$ cat config.mk
export PLATFORM = sky130hd
export DESIGN_NAME = io_port_responder
export DESIGN_NICKNAME = d
export VERILOG_FILES = /design/src/rtl/io_port_responder.sv
export SDC_FILE = /design/constraint.sdc
export NUM_CORES = 1
export LEC_CHECK = 0
export BUFFER_PORTS_ARGS = -buffer_cell sky130_fd_sc_hd__buf_2
export CAP_MARGIN = 20
export CORE_MARGIN = 2
export CORE_UTILIZATION = 55
export DETAILED_ROUTE_END_ITERATION = 6
export GPL_TIMING_DRIVEN = 1
export PLACE_DENSITY_LB_ADDON = 0.05
export SYNTH_ARGS = -nofsm -noshare
export SYNTH_HDL_FRONTEND = slang
export SYNTH_SLANG_ARGS = --single-unit
$ cat constraint.sdc
create_clock -name clk -period 5.15 [get_ports clk]
set_input_delay 1.03 -clock clk [delete_from_list [all_inputs] [get_ports clk]]
set_output_delay 1.03 -clock clk [all_outputs]
set_load 0.1 [all_outputs]
$ cat src/rtl/io_port_responder.sv
// io_port_responder: four-register I/O device on the core's req/ack read and write channels.
// Latency: an immediately serviceable access is acked one cycle after the request is seen (2 cycles per transaction).
// Backpressure: a read of an empty input FIFO or a write to a full output FIFO stalls (no ack) until serviceable.
//
// Ports:
//   clk, reset_i                    single clock, asynchronous active-low reset
//   read_req_i/read_addr_i          core read request (level) and address
//   dout_o/read_ack_o               registered read data and one-cycle read acknowledge
//   write_req_i/write_addr_i/din_i  core write request (level), address and data
//   write_ack_o                     one-cycle write acknowledge
//   ext_in_*                        external valid/ready stream into the input FIFO
//   ext_out_*                       external valid/ready stream out of the output FIFO
//
// Register map: 0x0 input FIFO pop (read) | 0x1 status (read) | 0x2 output FIFO push (write)
//               0x3 cycle counter (read value / write load). Everything else reads 0, writes are dropped.

// Generic synchronous FIFO: head is visible combinationally, push/pop are
// ignored when full/empty respectively, both may happen in one cycle.
module io_port_fifo #(
  parameter int WIDTH = 34,
  parameter int DEPTH = 8
) (
  input  logic                       clk,
  input  logic                       rst_n,
  input  logic                       push,
  input  logic [WIDTH-1:0]           push_dat,
  input  logic                       pop,
  output logic [WIDTH-1:0]           head_dat,
  output logic                       full,
  output logic                       empty,
  output logic [$clog2(DEPTH):0]     count
);
  localparam int AW = $clog2(DEPTH);
  localparam int CW = AW + 1;

  logic [WIDTH-1:0] mem [DEPTH];
  logic [AW-1:0]    wr_ptr;
  logic [AW-1:0]    rd_ptr;
  logic             push_ok;
  logic             pop_ok;

  assign full     = (count == CW'(DEPTH));
  assign empty    = (count == '0);
  assign push_ok  = push && !full;
  assign pop_ok   = pop && !empty;
  assign head_dat = mem[rd_ptr];

  // Storage carries no reset; validity is tracked by count alone.
  always_ff @(posedge clk) begin
    if (push_ok) begin
      mem[wr_ptr] <= push_dat;
    end
  end

  // Pointers are exactly log2(DEPTH) bits wide, so they wrap mod DEPTH for free.
  always_ff @(posedge clk or negedge rst_n) begin
    if (!rst_n) begin
      wr_ptr <= '0;
      rd_ptr <= '0;
      count  <= '0;
    end else begin
      if (push_ok) begin
        wr_ptr <= wr_ptr + AW'(1);
      end
      if (pop_ok) begin
        rd_ptr <= rd_ptr + AW'(1);
      end
      case ({push_ok, pop_ok})
        2'b10:   count <= count + CW'(1);
        2'b01:   count <= count - CW'(1);
        default: count <= count;
      endcase
    end
  end
endmodule

module io_port_responder #(
  parameter int D_WIDTH  = 34,
  parameter int PA_WIDTH = 4,
  parameter int DEPTH    = 8
) (
  input  logic                clk,
  input  logic                reset_i,
  input  logic                read_req_i,
  input  logic [PA_WIDTH-1:0] read_addr_i,
  output logic [D_WIDTH-1:0]  dout_o,
  output logic                read_ack_o,
  input  logic                write_req_i,
  input  logic [PA_WIDTH-1:0] write_addr_i,
  input  logic [D_WIDTH-1:0]  din_i,
  output logic                write_ack_o,
  input  logic [D_WIDTH-1:0]  ext_in_data_i,
  input  logic                ext_in_valid_i,
  output logic                ext_in_ready_o,
  output logic [D_WIDTH-1:0]  ext_out_data_o,
  output logic                ext_out_valid_o,
  input  logic                ext_out_ready_i
);
  localparam int CW = $clog2(DEPTH) + 1;

  localparam logic [PA_WIDTH-1:0] ADDR_FIFO   = PA_WIDTH'(0);
  localparam logic [PA_WIDTH-1:0] ADDR_STATUS = PA_WIDTH'(1);
  localparam logic [PA_WIDTH-1:0] ADDR_OUT    = PA_WIDTH'(2);
  localparam logic [PA_WIDTH-1:0] ADDR_CNT    = PA_WIDTH'(3);

  typedef enum logic [1:0] {
    IDLE  = 2'd0,
    STALL = 2'd1,
    ACK   = 2'd2
  } state_t;

  // ---------------------------------------------------------------- FIFOs
  logic               in_full;
  logic               in_empty;
  logic [CW-1:0]      in_count;
  logic [D_WIDTH-1:0] in_head;
  logic               in_pop;

  logic               out_full;
  logic               out_empty;
  logic [CW-1:0]      out_count;
  logic               out_push;

  assign ext_in_ready_o  = !in_full;
  assign ext_out_valid_o = !out_empty;

  io_port_fifo #(.WIDTH(D_WIDTH), .DEPTH(DEPTH)) u_in_fifo (
    .clk      (clk),
    .rst_n    (reset_i),
    .push     (ext_in_valid_i && !in_full),
    .push_dat (ext_in_data_i),
    .pop      (in_pop),
    .head_dat (in_head),
    .full     (in_full),
    .empty    (in_empty),
    .count    (in_count)
  );

  io_port_fifo #(.WIDTH(D_WIDTH), .DEPTH(DEPTH)) u_out_fifo (
    .clk      (clk),
    .rst_n    (reset_i),
    .push     (out_push),
    .push_dat (din_i),
    .pop      (ext_out_ready_i && !out_empty),
    .head_dat (ext_out_data_o),
    .full     (out_full),
    .empty    (out_empty),
    .count    (out_count)
  );

  // ---------------------------------------------------------------- status
  logic [D_WIDTH-1:0] status;

  always_comb begin
    status            = '0;
    status[0]         = in_empty;
    status[1]         = out_full;
    status[2 +: CW]   = in_count;
    status[2+CW +: CW] = out_count;
  end

  // ---------------------------------------------------------------- counter
  logic [D_WIDTH-1:0] cnt;
  logic               cnt_load;

  // A load replaces this cycle's increment, but the loaded value still
  // counts the load cycle itself, so the register takes din_i + 1.
  always_ff @(posedge clk or negedge reset_i) begin
    if (!reset_i) begin
      cnt <= '0;
    end else if (cnt_load) begin
      cnt <= din_i + D_WIDTH'(1);
    end else begin
      cnt <= cnt + D_WIDTH'(1);
    end
  end

  // ---------------------------------------------------------------- read FSM
  state_t             rd_state;
  state_t             rd_state_nxt;
  logic               rd_ok;
  logic               rd_capture;
  logic [D_WIDTH-1:0] rd_data;

  // Empty is sampled this cycle, so a push landing on the same edge is only
  // seen by the pop one cycle later.
  assign rd_ok = (read_addr_i != ADDR_FIFO) || !in_empty;

  always_comb begin
    rd_data = '0;
    case (read_addr_i)
      ADDR_FIFO:   rd_data = in_head;
      ADDR_STATUS: rd_data = status;
      ADDR_CNT:    rd_data = cnt;
      default:     rd_data = '0;
    endcase
  end

  always_ff @(posedge clk or negedge reset_i) begin
    if (!reset_i) begin
      rd_state <= IDLE;
    end else begin
      rd_state <= rd_state_nxt;
    end
  end

  always_comb begin
    rd_state_nxt = rd_state;
    rd_capture   = 1'b0;
    case (rd_state)
      IDLE, STALL: begin
        if (read_req_i) begin
          if (rd_ok) begin
            rd_capture   = 1'b1;
            rd_state_nxt = ACK;
          end else begin
            rd_state_nxt = STALL;
          end
        end else begin
          rd_state_nxt = IDLE;
        end
      end
      // The request is still high during the ack cycle; it is ignored here.
      ACK:     rd_state_nxt = IDLE;
      default: rd_state_nxt = IDLE;
    endcase
  end

  assign in_pop     = rd_capture && (read_addr_i == ADDR_FIFO);
  assign read_ack_o = (rd_state == ACK);

  always_ff @(posedge clk or negedge reset_i) begin
    if (!reset_i) begin
      dout_o <= '0;
    end else if (rd_capture) begin
      dout_o <= rd_data;
    end
  end

  // ---------------------------------------------------------------- write FSM
  state_t wr_state;
  state_t wr_state_nxt;
  logic   wr_ok;
  logic   wr_commit;

  // Full is sampled this cycle, so an external pop on the same edge does not
  // unblock the push until the following cycle.
  assign wr_ok = !((write_addr_i == ADDR_OUT) && out_full);

  always_ff @(posedge clk or negedge reset_i) begin
    if (!reset_i) begin
      wr_state <= IDLE;
    end else begin
      wr_state <= wr_state_nxt;
    end
  end

  always_comb begin
    wr_state_nxt = wr_state;
    wr_commit    = 1'b0;
    case (wr_state)
      IDLE, STALL: begin
        if (write_req_i) begin
          if (wr_ok) begin
            wr_commit    = 1'b1;
            wr_state_nxt = ACK;
          end else begin
            wr_state_nxt = STALL;
          end
        end else begin
          wr_state_nxt = IDLE;
        end
      end
      ACK:     wr_state_nxt = IDLE;
      default: wr_state_nxt = IDLE;
    endcase
  end

  assign out_push    = wr_commit && (write_addr_i == ADDR_OUT);
  assign cnt_load    = wr_commit && (write_addr_i == ADDR_CNT);
  assign write_ack_o = (wr_state == ACK);
endmodule

==> flow_metrics.tcl, run 1 <==
set metrics [dict create \
    coreArea_um2 46400 \
    async_reset_ff_share_pct 14.5 \
    reg2regPathDepth 12 \
    internal_power_mw 10.7 \
    avgSynthCellArea_um2 18.7 \
    tns_ns 0 \
    setup.worst_path.end_class "primary output" \
    cp_top_family "multiplexers" \
    final_util_pct 63.9 \
    crit_cells 4 \
    final_cell_mix "544 x edfxtp_1, 152 x buf_2, 136 x mux4_2" \
    initial_core_util_pct 55.6 \
    fillers 3272 \
    cp_cell_sequence "buf_4 -> mux4_2 -> mux2_2 -> buf_2" \
    antenna_found_initial 8 \
    grt_first_pass_wirelength_um 82100 \
    final_layout_size_suffix_gt1_share_pct 31.3 \
    finalNetCount 1667 \
    ant_nets 0 \
    ctsHoldBuffers 0 \
    synth_area_leaders "edfxtp_1 63%, mux4_2 12%, dfrtp_1 8.9%" \
    synth_cells 1379 \
    vdd_drop_max_mv 0.666 \
    first_pass_iters 7 \
    grt_start_max_net_pins 70 \
    dp_cells 2111 \
    place_congestion 0.777 \
    area_delta_synth_final_pct 15.0 \
    cts_buffer_depth 3 \
    p_clk_share_pct 28.3 \
    root_buffer "clkbuf_16" \
    required_ns 4.12 \
    cts_tree "done" \
    drv_slew 0 \
    rows 79 \
    max_stage_delay_ns 0.77 \
    clock_sinks 636 \
    cp-start-kind "flip-flop" \
    place_hpwl_um 32800 \
    die_x_um 220 \
    seqPwrFrac_pct 41.0 \
    routed_wl_um 54100 \
    ys_types 51 \
    synth_area_um2 25800 \
    dieArea_um2 48600 \
    cp_max_fo 26 \
    total_power_mw 16.6 \
    rsz0062_at_grt "false" \
    synthFlopType "edfxtp_1" \
    hold_path_class "in2async" \
    cts_setup_buffers 0 \
    dr.first_iter.drc_count 994 \
    ys_ff_latch 636 \
    pwr-share-comb_pct 30.7 \
    maxSlewHeadroom_pct 35.5 \
    hold_violations 0 \
    fmax_ghz 0.251 \
    synth_largest_area_cell "edfxtp_1" \
    detail_route.wl_per_cell_um 24.2 \
    syn_nets 1473 \
    port_buffers 153 \
    pwr_density_cell_nw_per_um2 560 \
    crit_type "reg2out" \
    worst_clock_skew_ns 0.0247 \
    via_count 13196 \
    drc 1 \
    htree_levels 3 \
    power.switching_mw 5.88 \
    max_cap_violations 0 \
    p_sw_share_pct 35.4 \
    avgViaCountPerCell 5.91 \
    clk_pin_slew_ns 0.06 \
    tightest_slew_ns 0.967 \
    synth_edf_count 544 \
    grt_pass1_vias 13605 \
    cp.arrival_ns 2.95 \
    cp_num_buf_inv 2 \
    grt_overflow 0 \
    yosys_warnings 0 \
    die_h_um 220 \
    cts_buffers 67 \
    stdcell_count 2232 \
    cts_resized 0 \
    yosys.area.top_type_share_pct 63.4 \
    clock_latency_ns 0.59 \
    p_leak_nw 9.94 \
    post-route-period-util_pct 77.2 \
    ys_seq_area_share_pct 72.3 \
    failed_checks "DRC" \
    finalSetupViolations 0 \
    worst_path_max_delay_cell "dfrtp_4" \
    ioPinCount 154 \
    outcome "finished, violations left" \
    track_usage_pct 23.0 \
    layout_commonest_cell "edfxtp_1" \
    period_needed_ns 3.98 \
]
registers in the layout, summed over array words and instances (netlist names):
register           count
cnt                   34
dout_o                34
rd_state               2
u_in_fifo.count        4
u_in_fifo.mem        272
u_in_fifo.rd_ptr       3
u_in_fifo.wr_ptr       3
u_out_fifo.count       4
u_out_fifo.mem       272
u_out_fifo.rd_ptr      3
u_out_fifo.wr_ptr      3
wr_state               2
worst reg2reg max path, stage by stage (launching register included):
cell	delay, ns
dfrtp_1	0.40
nor2b_1	0.22
nand3_2	0.09
buf_4	0.26
mux2i_1	0.17
inv_1	0.08
ha_1	0.40
nand4_1	0.14
nor3_1	0.16
a32o_1	0.54
nor3b_1	0.30
xnor2_1	0.15
mux2i_1	0.09
cell usage after synthesis (15+ instances only):
master	n
nand4_1	15
a21oi_1	61
nand3_1	28
xor2_1	29
clkbuf_1	38
mux4_2	136
nor2_1	81
mux2_2	55
nand2_1	48
xnor2_1	36
nor3_1	22
dfrtp_1	92
buf_2	18
mux2i_1	58
edfxtp_1	544
power groups by stage:
stage,logic [mW],registers (mW),clock network [mW]
global placement,5.11,6.89,0
floorplan,4.07,6.80,0
global route,5.37,6.88,5.00
CTS,5.16,6.81,4.80
finish,5.09,6.79,4.70
detailed placement,5.15,6.91,0
cell families (layout without fill, tap and decap cells):
kind of cell / count (synthesis) / after routing / synth area share [%]
AND/OR/NAND/NOR: 250 / 250 / 4.86
other: 0 / 4 / 0
buffers and inverters: 76 / 318 / 1.30
AO/OA/AOI/OAI: 90 / 90 / 2.04
XOR/XNOR: 65 / 65 / 2.21
adder cells (fa/ha/maj): 12 / 12 / 0.612
multiplexers: 250 / 250 / 16.6
flip-flops: 636 / 636 / 72.3
cell type report:
class	instances	area [um^2]	share of cell area, %
sequential	636	18600	62.9
multi-input combinational	667	6940	23.4
clock buffer	88	1820	6.13
timing repair buffer	192	1110	3.75
tap	607	759	2.56
clock inverter	29	313	1.06
inverter	9	33.8	0.114
antenna	4	10.0	0.0338
layer usage:
layer / vias to the layer above / global-route usage (%) / routed length, um
met4: 8 / 7.36 / 1160
met5: - / 0 / 48
met2: 322 / 37.8 / 26900
met1: 6868 / 31.5 / 22800
met3: 87 / 4.25 / 3140
li1: 5911 / - / -
path summary, 6_finish.rpt:
check                                                 start                               to  slack, ns
max in group asynchronous                           reset_i           dout_o[21]$_DFFE_PN0P_       3.53
setup / recovery           u_out_fifo.rd_ptr[0]$_DFFE_PN0P_                ext_out_data_o[8]       1.17
hold reg to reg                      dout_o[16]$_DFFE_PN0P_           dout_o[16]$_DFFE_PN0P_       0.53
hold / removal                                      reset_i  u_in_fifo.wr_ptr[1]$_DFFE_PN0P_       0.40
min in group clk                     dout_o[16]$_DFFE_PN0P_           dout_o[16]$_DFFE_PN0P_       0.53
setup reg to reg                      wr_state[1]$_DFF_PN0_                cnt[20]$_DFF_PN0_       2.03
metrics by stage:
stage | hold slack (ns) | cell area [um^2] | setup WS (ns)
3_3_place_gp | 0.512 | 27500 | 1.01
4_1_cts | 0.400 | 29600 | 1.07
2_1_floorplan | 0.485 | 25800 | 0.163
6_report | 0.404 | 29600 | 1.17
3_5_place_dp | 0.523 | 27500 | 0.887
5_1_grt | 0.420 | 29600 | 1.01
Power figures use the tool's default switching activity.
==> run 2: changes to the inputs <==
--- a/config.mk
+++ b/config.mk
@@ -8,7 +8,7 @@
 export BUFFER_PORTS_ARGS = -buffer_cell sky130_fd_sc_hd__buf_2
 export CAP_MARGIN = 20
 export CORE_MARGIN = 2
-export CORE_UTILIZATION = 55
+export CORE_UTILIZATION = 60
 export DETAILED_ROUTE_END_ITERATION = 6
 export GPL_TIMING_DRIVEN = 1
 export PLACE_DENSITY_LB_ADDON = 0.05
==> constraint.sdc (replaced) <==
create_clock -name clk -period 4 [get_ports clk]
set_input_delay 0.8 -clock clk [delete_from_list [all_inputs] [get_ports clk]]
set_output_delay 0.8 -clock clk [all_outputs]
set_load 0.1 [all_outputs]
==> run 2 against run 1 <==
The run now ends clean. Cell area down 0.31%. Clock power rose by 24%. Die area is 8.2% lower. Count of clock-buffer cells in the layout decreased by 13. Sequential share of layout area rose by 0.19 points. Via count barely moved. Combinational power grew 32%. First-iteration DRC count increased by 11%. Wire length fell by 1.2%. Sequential power is 27% higher. Non-clock buffer count down 1.
==> flow_metrics.tcl, run 2 (synthesis results as in run 1) <==
set metrics [dict create \
    die_x_um 211 \
    clk_pin_slew_ns 0.06 \
    cts_setup_buffers 0 \
    cts_buffers 61 \
    cp.arrival_ns 2.70 \
    drv_slew 0 \
    setup.worst_path.end_class "primary output" \
    track_usage_pct 24.7 \
    cts_buffer_depth 3 \
    grt_start_max_net_pins 66 \
    total_power_mw 21.2 \
    rsz0062_at_grt "false" \
    layout_commonest_cell "edfxtp_1" \
    ioPinCount 154 \
    hold_path_class "in2async" \
    period_needed_ns 3.50 \
    grt_overflow 0 \
    cts_resized 0 \
    initial_core_util_pct 61.1 \
    dr.first_iter.drc_count 1102 \
    clock_sinks 636 \
    stdcell_count 2156 \
    clock_latency_ns 0.62 \
    grt_pass1_vias 13632 \
    finalSetupViolations 0 \
    pwr_density_cell_nw_per_um2 717 \
    crit_type "reg2out" \
    coreArea_um2 42100 \
    rows 75 \
    final_cell_mix "544 x edfxtp_1, 152 x buf_2, 136 x mux4_2" \
    reg2regPathDepth 10 \
    area_delta_synth_final_pct 14.7 \
    worst_clock_skew_ns 0.0190 \
    ant_nets 0 \
    p_leak_nw 9.90 \
    root_buffer "clkbuf_16" \
    ctsHoldBuffers 0 \
    tns_ns 0 \
    htree_levels 2 \
    cts_tree "done" \
    avgViaCountPerCell 6.12 \
    tightest_slew_ns 0.887 \
    outcome "completed" \
    maxSlewHeadroom_pct 40.9 \
    port_buffers 153 \
    detail_route.wl_per_cell_um 24.8 \
    grt_first_pass_wirelength_um 81400 \
    dieArea_um2 44600 \
    dp_cells 2042 \
    place_hpwl_um 32300 \
    routed_wl_um 53400 \
    drc 0 \
    die_h_um 211 \
    cp-start-kind "flip-flop" \
    hold_violations 0 \
    reg.largest.list "u_in_fifo.mem x272, u_out_fifo.mem x272" \
    required_ns 3.20 \
    final_layout_size_suffix_gt1_share_pct 31.3 \
    hold-worst-slack_ns 0.295 \
    max_cap_violations 0 \
    cp_max_fo 36 \
    fillers 2761 \
    first_pass_iters 7 \
    via_count 13193 \
    place_congestion 0.801 \
    antenna_found_initial 6 \
    finalNetCount 1660 \
    fmax_ghz 0.286 \
    post-route-period-util_pct 87.5 \
    vdd_drop_max_mv 0.478 \
    final_util_pct 70.1 \
]
-- run 2: metrics by stage --
stage | setup WS, ns | instance area [um^2]
after detailed placement | 0.438 | 27500
after CTS | 0.462 | 29500
final | 0.499 | 29500
after global placement | 0.534 | 27500
after floorplan | -0.637 | 25800
after global routing | 0.387 | 29500
-- run 2: path summary, 6_finish.rpt --
| path | from | endpoint | slack [ns] |
|---|---|---|---|
| worst max-delay path | u_out_fifo.rd_ptr[0]$_DFFE_PN0P_ | ext_out_data_o[29] | 0.50 |
| worst min-delay path | reset_i | dout_o[3]$_DFFE_PN0P_ | 0.30 |
| worst max register to register | u_in_fifo.count[0]$_DFFE_PN0P_ | u_in_fifo.count[3]$_DFFE_PN0P_ | 1.08 |
| worst min register to register | u_out_fifo.rd_ptr[2]$_DFFE_PN0P_ | u_out_fifo.rd_ptr[2]$_DFFE_PN0P_ | 0.48 |
| max in group asynchronous | reset_i | dout_o[15]$_DFFE_PN0P_ | 2.91 |
| min in group clk | write_addr_i[0] | wr_state[0]$_DFF_PN0_ | 0.43 |
-- run 2: where the power goes --
part           internal (mW)  switching (mW)
Clock                   3.43            2.39
Sequential              7.92           0.718
Combinational           2.30            4.42
Total                   13.7            7.53
-- run 2: per-layer routing --
metal	global-route usage [%]	wire length, um	up-vias
met1	34.0	22100	6835
met4	7.19	1330	6
met5	0	46	-
met3	4.31	2870	85
li1	-	-	5892
met2	41.3	27100	375
-- run 2: area by class of cell --
cell class / instances / area, um^2 / area share, %
sequential: 636 / 18600 / 63.1
clock inverter: 37 / 392 / 1.33
multi-input combinational: 667 / 6970 / 23.6
tap: 539 / 674 / 2.28
timing repair buffer: 191 / 1170 / 3.95
inverter: 9 / 33.8 / 0.114
clock buffer: 75 / 1650 / 5.59
antenna: 2 / 5.00 / 0.0169
-- run 2: critical path, stage by stage, from the launching register on --
cell and delay (ns):
dfrtp_4 0.56, buf_12 0.30, mux4_2 0.56, mux2_2 0.30
buf_2 0.30
